--- src/rtl/uart_rx_pkg.sv ---
// Shared constants and helpers for the UART RX oversampling front end.
package uart_rx_pkg;

  localparam int PRESCALE_W       = 6;
  localparam int BIT_CNT_W        = 4;
  localparam int PRESCALE_DEFAULT = 8;
  localparam int PRESCALE_MIN     = 6;
  localparam int PRESCALE_MAX     = 32;

  // Frame layout: start, data bits, optional parity, stop.
  function automatic int frame_bits(input int data_w, input int parity_en);
    return 1 + data_w + parity_en + 1;
  endfunction

  localparam int START_IDX = 0;
  localparam int STOP_IDX  = frame_bits(8, 1) - 1;

  // Only even ratios in the supported range give a centred three-sample window.
  function automatic logic prescale_legal(input int unsigned p);
    return (p >= PRESCALE_MIN) && (p <= PRESCALE_MAX) && (p[0] == 1'b0);
  endfunction

  function automatic logic majority3(input logic a, input logic b, input logic c);
    return (a & b) | (a & c) | (b & c);
  endfunction

endpackage

--- src/rtl/uart_edge_bit_counter.sv ---
// Oversampling edge counter and frame bit counter with the frame_done pulse.
module uart_edge_bit_counter
  import uart_rx_pkg::*;
#(
  parameter int Prescale_width = PRESCALE_W,
  parameter int Frame_bits     = frame_bits(8, 1)
) (
  input  logic                      CLK,
  input  logic                      RST,
  input  logic                      enable,
  input  logic [Prescale_width-1:0] prescale,
  output logic [Prescale_width-1:0] edge_cnt,
  output logic [BIT_CNT_W-1:0]      bit_cnt,
  output logic                      frame_done
);

  localparam logic [BIT_CNT_W-1:0]      LAST_BIT = BIT_CNT_W'(Frame_bits - 1);
  localparam logic [BIT_CNT_W-1:0]      FIRST_BIT = BIT_CNT_W'(START_IDX);
  localparam logic [Prescale_width-1:0] EDGE_ONE = Prescale_width'(1);
  localparam logic [BIT_CNT_W-1:0]      BIT_ONE  = BIT_CNT_W'(1);

  logic last_edge;
  logic last_bit;

  assign last_edge = (edge_cnt == prescale - EDGE_ONE);
  assign last_bit  = (bit_cnt == LAST_BIT);

  // Dropping enable is an abort: counters clear and no frame_done escapes.
  always_ff @(posedge CLK) begin
    // NOTE: state updates use non-blocking assignments so every register sees pre-edge values.
    if (RST || !enable) begin
      edge_cnt   <= '0;
      bit_cnt    <= FIRST_BIT;
      frame_done <= 1'b0;
    end else begin
      frame_done <= 1'b0;
      if (last_edge) begin
        edge_cnt <= '0;
        if (last_bit) begin
          bit_cnt    <= FIRST_BIT;
          frame_done <= 1'b1;
        end else begin
          bit_cnt <= bit_cnt + BIT_ONE;
        end
      end else begin
        edge_cnt <= edge_cnt + EDGE_ONE;
      end
    end
  end

endmodule

--- src/rtl/uart_rx_sampler.sv ---
// UART RX oversampler: latches the prescale, counts edges/bits, majority-votes mid-bit.
// Optional input synchronizer enabled by defining UART_RX_SAMPLER_SYNC_EN.
module uart_rx_sampler
  import uart_rx_pkg::*;
#(
  parameter int Data_width     = 8,
  parameter int Parity_en      = 1,
  parameter int Prescale_width = PRESCALE_W
) (
  input  logic                      CLK,
  input  logic                      RST,
  input  logic                      enable,
  input  logic                      RX_IN,
  input  logic [Prescale_width-1:0] Prescale,
  output logic [Prescale_width-1:0] edge_cnt,
  output logic [BIT_CNT_W-1:0]      bit_cnt,
  output logic                      sampled_bit,
  output logic                      sample_valid,
  output logic                      frame_done
);

  localparam int                        FRAME_BITS = frame_bits(Data_width, Parity_en);
  localparam logic [Prescale_width-1:0] P_DEFAULT  = Prescale_width'(PRESCALE_DEFAULT);
  localparam logic [Prescale_width-1:0] EDGE_ONE   = Prescale_width'(1);

  logic                      rx_s;
  logic [Prescale_width-1:0] prescale_q;
  logic [Prescale_width-1:0] half;
  logic                      cap_s0;
  logic                      cap_s1;
  logic                      cap_vote;
  logic                      s0;
  logic                      s1;

`ifdef UART_RX_SAMPLER_SYNC_EN
  logic [1:0] rx_sync;

  // Idle-high reset value keeps the line from looking like a start bit.
  always_ff @(posedge CLK) begin
    if (RST) rx_sync <= 2'b11;
    else     rx_sync <= {rx_sync[0], RX_IN};
  end

  assign rx_s = rx_sync[1];
`else
  assign rx_s = RX_IN;
`endif

  // Ratio is frozen for the whole frame; illegal requests fall back to the default.
  always_ff @(posedge CLK) begin
    if (RST) begin
      prescale_q <= P_DEFAULT;
    end else if (!enable) begin
      prescale_q <= prescale_legal(32'(Prescale)) ? Prescale : P_DEFAULT;
    end
  end

  uart_edge_bit_counter #(
    .Prescale_width (Prescale_width),
    .Frame_bits     (FRAME_BITS)
  ) u_counter (
    .CLK        (CLK),
    .RST        (RST),
    .enable     (enable),
    .prescale   (prescale_q),
    .edge_cnt   (edge_cnt),
    .bit_cnt    (bit_cnt),
    .frame_done (frame_done)
  );

  assign half = prescale_q >> 1;

  always_comb begin
    // NOTE: every output gets a default first so no path infers a latch.
    cap_s0   = 1'b0;
    cap_s1   = 1'b0;
    cap_vote = 1'b0;
    if (enable) begin
      cap_s0   = (edge_cnt == half - EDGE_ONE);
      cap_s1   = (edge_cnt == half);
      cap_vote = (edge_cnt == half + EDGE_ONE);
    end
  end

  // Third sample is taken live from the line and voted in the same cycle.
  always_ff @(posedge CLK) begin
    if (RST) begin
      s0           <= 1'b0;
      s1           <= 1'b0;
      sampled_bit  <= 1'b0;
      sample_valid <= 1'b0;
    end else begin
      sample_valid <= 1'b0;
      if (cap_s0) s0 <= rx_s;
      if (cap_s1) s1 <= rx_s;
      if (cap_vote) begin
        sampled_bit  <= majority3(s0, s1, rx_s);
        sample_valid <= 1'b1;
      end
    end
  end

endmodule

--- config.mk ---
export PLATFORM = sky130hd
export DESIGN_NAME = uart_rx_sampler
export DESIGN_NICKNAME = d
export VERILOG_FILES = /design/src/rtl/uart_rx_pkg.sv /design/src/rtl/uart_edge_bit_counter.sv /design/src/rtl/uart_rx_sampler.sv
export SDC_FILE = /design/constraint.sdc
export NUM_CORES = 1
export LEC_CHECK = 0
export CORE_MARGIN = 2
export CORE_UTILIZATION = 50
export DETAILED_ROUTE_END_ITERATION = 12
export HOLD_SLACK_MARGIN = 0.08
export PLACE_DENSITY = 0.76
export SYNTH_ARGS = -nofsm -noshare
export SYNTH_HDL_FRONTEND = slang
export SYNTH_SLANG_ARGS = --single-unit
--- constraint.sdc ---
create_clock -name CLK -period 2.64 [get_ports CLK]
set_input_delay 0.528 -clock CLK [delete_from_list [all_inputs] [get_ports CLK]]
set_output_delay 0.528 -clock CLK [all_outputs]
set_load 0.01 [all_outputs]
Yosys cells after proc, flatten, opt, wreduce, memory -nomap -nowiden
Index checks and enable logic that the tools add are counted.
{ "word_totals": {"ramBits": 0, "mem_bits_ro": 0, "register_bits": 21, "output_inout_bits": 13, "wordCells": 40, "memories": 0, "latch_bits": 0} }
{ "classes": {"addsub": 5, "eq_ne": 5, "reduce_logical": 6, "n_div": 0, "magnitude_cmp": 2, "bitwise_logic": 7, "muxes": 7, "n_shift": 0, "mul": 0} }
{ "ops": {"columns": ["operator", "n"], "rows": [
  ["equality test 6 bit", 3],
  ["adder 5 x 1 -> 6 bit, second input constant", 1],
  ["adder 6 x 1 -> 6 bit, second input constant", 1],
  ["equality test 6 x 5 -> 1 bit", 1],
  ["greater-or-equal comparator 6 x 3 -> 1 bit, second input constant", 1],
  ["<= comparator 6 bit, second input constant", 1],
  ["two-way mux 6 bit", 1],
  ["subtractor 5 x 1 -> 6 bit, second input constant", 1],
  ["subtractor 6 x 1 -> 6 bit, second input constant", 1],
  ["two-way mux 1 bit", 5],
  ["adder 4 x 1 -> 4 bit, second input constant", 1],
  ["equality test 4 bit, second input constant", 1],
  ["two-way mux 4 bit", 1],
  ["OR reduction 2 bit", 2],
  ["AND 1 bit", 3],
  ["logical AND 1 bit", 2],
  ["NOT 1 bit", 2],
  ["OR 1 bit", 2],
  ["zero test 1 bit", 1],
  ["logical OR 1 bit", 1]
]} }

Longest topological paths before layout
{ "logic_depth": {"depth_word": 4, "depth_mapped": 8} }

By module
Synthesis repeated with hierarchy kept, for this count alone.
{ "unflattened": {"hier_cells": 167, "area_unflattened_um2": 1407.6} }
{ "modules_own_cells": {"columns": ["mod", "cells_each", "area_each_um2", "instances"], "rows": [
  ["uart_rx_sampler", 87, 729.4, 1],
  ["uart_edge_bit_counter", 80, 678.2, 1]
]} }

Least setup slack after synthesis
OpenSTA, ideal clock, no wires.
{ "synth_path": {"path_kind": "register to register", "startpoint": "reg prescale_q[1]", "endpoint": "reg u_counter.bit_cnt[1]", "arrival_ns": 1.959, "setup_time_ns": 0.117, "slack_ns": 0.564, "stages_incl_launch_ff": 8, "path_cell_list": "dfxtp_1 -> inv_1 -> ha_1 -> and2_1 -> o21ai_0 -> a31oi_1 -> or4_1 -> a32o_1"} }
{ "synth_between": {"elab_chain_cells": 2} }
{ "synth_lines": {"columns": ["item", "line_no", "source"], "rows": [
  ["start, declared", "uart_rx_sampler.sv:27", "logic [Prescale_width-1:0] prescale_q;"],
  ["start signal, assigned", "uart_rx_sampler.sv:54", "prescale_q <= prescale_legal(32'(Prescale)) ? Prescale : P_DEFAULT;"],
  ["subtractor 6 x 1 -> 6 bit", "uart_edge_bit_counter.sv:25", "assign last_edge = (edge_cnt == prescale - EDGE_ONE);"],
  ["equality test 6 bit", "uart_edge_bit_counter.sv:25", null],
  ["end signal, assigned", "uart_edge_bit_counter.sv:43", "bit_cnt <= bit_cnt + BIT_ONE;"],
  ["end, declared", "uart_edge_bit_counter.sv:13", "output logic [BIT_CNT_W-1:0] bit_cnt,"]
]} }
Every way passes these cells.
A chain may end at the register's enable or synchronous reset.

Final worst setup path
Ends and elaborated chain as after synthesis.

==> results.py <==
metrics = {
    "logic_synthesis": {
        "ys_seq_elements": 21,
        "synth_ff_type": "dfxtp_1",
        "syn_inst": 163,
        "netlist_area_sq_um": 1390,
        "avgSynthCellArea_sq_um": 8.55,
        "yosysWarnings": 0,
        "synth_nets": 178,
        "synth_edf_count": 0,
        "yosysSeqAreaShare_pct": 30.2,
        "ys_types": 45,
        "async_reset_ff_share_pct": 0,
    },
    "clock_tree": {
        "tritoncts": "done",
        "cts_hold_buf": 0,
        "numCtsBuffers": 3,
        "clock_sinks": 21,
        "cts_max_path_buffers": 2,
        "insertion_delay_ns": 0.31,
        "postCtsSetupRepairBufs": 0,
        "ctsResizeCount": 0,
        "cts-root-buf": "clkbuf_4",
        "clkSlewWorstSetupHoldPaths_ns": 0.12,
        "cts-htree-levels": 1,
    },
    "place": {
        "dp_worst_setup_slack_ns": 0.354,
        "dp_hpwl_mm": 2.39,
        "place_congestion": 0.813,
        "port_buffers": 22,
    },
    "global_routing": {
        "grtUsageTotal_pct": 19.8,
        "grt_pass1_vias": 1177,
        "grt_max_degree": 15,
        "antenna_found_initial": 0,
        "grt_pass1_wl_mm": 5.06,
        "grt.overflow.total": 0,
    },
    "route": {
        "wl_per_cell_microns": 14.8,
        "drt-pass1-iter-count": 4,
        "drt-initial-drc-count": 48,
        "ant_nets": 0,
        "wl_mm": 3.14,
        "vias_per_cell": 5.99,
        "vias": 1269,
        "drc_errors": 0,
    },
    "floorplan": {
        "io_pins": 23,
        "die-area_sq_um": 3230,
        "initial_core_util_pct": 51.4,
        "rows": 19,
        "core_sq_um": 2710,
        "die-height_microns": 56.8,
        "dieWidth_microns": 56.8,
    },
    "status": {
        "status": "finished clean",
    },
    "critical_path": {
        "critPathTopFamily": "simple AND/OR/NAND/NOR gates",
        "worstSetupEndpointType": "register",
        "critPathKind": "reg -> reg",
        "crit_path_start_kind": "register",
        "cp_slowest_stage_delay_ns": 0.58,
        "cp.required_ns": 2.86,
        "critPathMaxFanout": 7,
        "crit_chain": "inv_1 -> ha_1 -> and2_1 -> o21ai_0 -> a31oi_1 -> or4_1 -> a32o_1",
        "cp_slowest_cell": "or4_1",
        "cp.arrival_ns": 2.55,
        "critPathBufInv": 1,
    },
    "job": {
        "drv_cap": 0,
    },
    "sta": {
        "slew_violations": 0,
        "slew_headroom_pct": 61.8,
        "finalSetupTns_ns": 0,
        "finalSetupViolations": 0,
        "min_period_over_period_pct": 88.5,
        "tightest_slew_ns": 0.568,
        "setup_ws_ns": 0.303,
        "rsz0062_at_grt": "no",
        "post-route-min-period_ns": 2.34,
        "clock_skew_ns": 0.00322,
        "hold_viol": 0,
        "max_freq_mhz": 428,
    },
    "final_layout": {
        "diodes": 0,
        "fill_cells": 256,
        "drive_gt1_share_pct": 4.97,
        "layout_common_cells": "22 x clkdlybuf4s50_1, 21 x dfxtp_1, 12 x xnor2_1",
        "area_growth_syn_to_layout_pct": 17.9,
        "mostFrequentLayoutCell": "clkdlybuf4s50_1",
        "nets": 197,
    },
    "power": {
        "power_density_nw_per_um2": 339,
        "leakage_nw": 0.589,
        "peakVddDrop_mv": 0.275,
    },
    "worst_hold_path": {
        "hp-class": "reg -> reg",
    },
}
final timing paths:
path | from | to | slack (ns) | depth (start not counted)
max | prescale_q[1] | u_counter.bit_cnt[1] | 0.30 | 7
min reg2reg | s0 | s0 | 0.51 | 2
min | s0 | s0 | 0.51 | 2
max reg2reg | prescale_q[1] | u_counter.bit_cnt[1] | 0.30 | 7
report_power, final:
| part | switching, mW | internal [mW] |
|---|---|---|
| combinational | 0.0326 | 0.0339 |
| sequential | 0.00799 | 0.320 |
| clock | 0.105 | 0.0567 |
Yosys cell counts (all sizes together), types with 3 or more instances:
master	instances	share of area (%)
nand2b	5	2.2
nand2	6	1.6
xnor2	12	7.5
nor2b	6	2.7
nor4b	4	3.0
and3	4	1.8
a21oi	6	2.2
dfxtp	21	30
nand4	3	1.3
a22o	4	2.5
xor2	10	6.3
nand4b	5	3.1
nor2	10	2.7
buf	9	3.8
nor3	8	3.2
nor3b	3	1.6
ha	5	4.5
inv	5	1.3
nand3	7	2.5
o21ai	4	1.4
mux2i	3	2.2
kinds of logic after synthesis:
family | synth area share [%]
buffers and inverters | 5.66
adders and majority gates | 4.49
xor gates and xnor gates | 13.8
DFF | 30.2
AOI/OAI and AO/OA | 12.9
and+or+nand+nor | 30.0
muxes | 2.96
cell type report:
cell class / count / area [sq um] / share of cell area (%)
multi-input cells: 126 / 895 / 54.5
flip-flops and latches: 21 / 420 / 25.6
clock inverters: 1 / 5.00 / 0.305
well taps: 31 / 38.8 / 2.36
clock buffers: 3 / 22.5 / 1.37
inverters: 5 / 18.8 / 1.14
repair buffers: 25 / 243 / 14.8
worst register-to-register path, delay by kind of cell (launching register included):
family	cells	cell delay (ns)
adders and majority gates	1	0.23
DFF	1	0.47
AOI/OAI and AO/OA	3	0.66
buffers and inverters	1	0.12
and+or+nand+nor	2	0.76
stage by stage:
stage               instance area (sq um)  hold WS [ns]  utilization, %  total power [mW]  cells
detailed placement                   1620         0.489            59.6             0.401    208
global route                         1640         0.548            60.6             0.582    212
finish                               1640         0.511            60.6             0.557    212
floorplan                            1390         0.453               -             0.370    163
CTS                                  1640         0.516            60.6             0.562    212
global placement                     1620         0.470            59.6             0.399    208
layer usage:
metal	up-vias	track usage, %	part of all wire (%)
met3	7	2.76	4.5
met4	0	9.97	2.3
li1	623	-	-
met5	-	0	0
met1	604	22.4	44
met2	35	35.5	50
sequential cells by signal, summed over array words and instances, names as in the netlist:
name / flops
prescale_q: 6
s0: 1
s1: 1
sample_valid: 1
sampled_bit: 1
u_counter.bit_cnt: 4
u_counter.edge_cnt: 6
u_counter.frame_done: 1
Power figures use the tool's default switching activity.
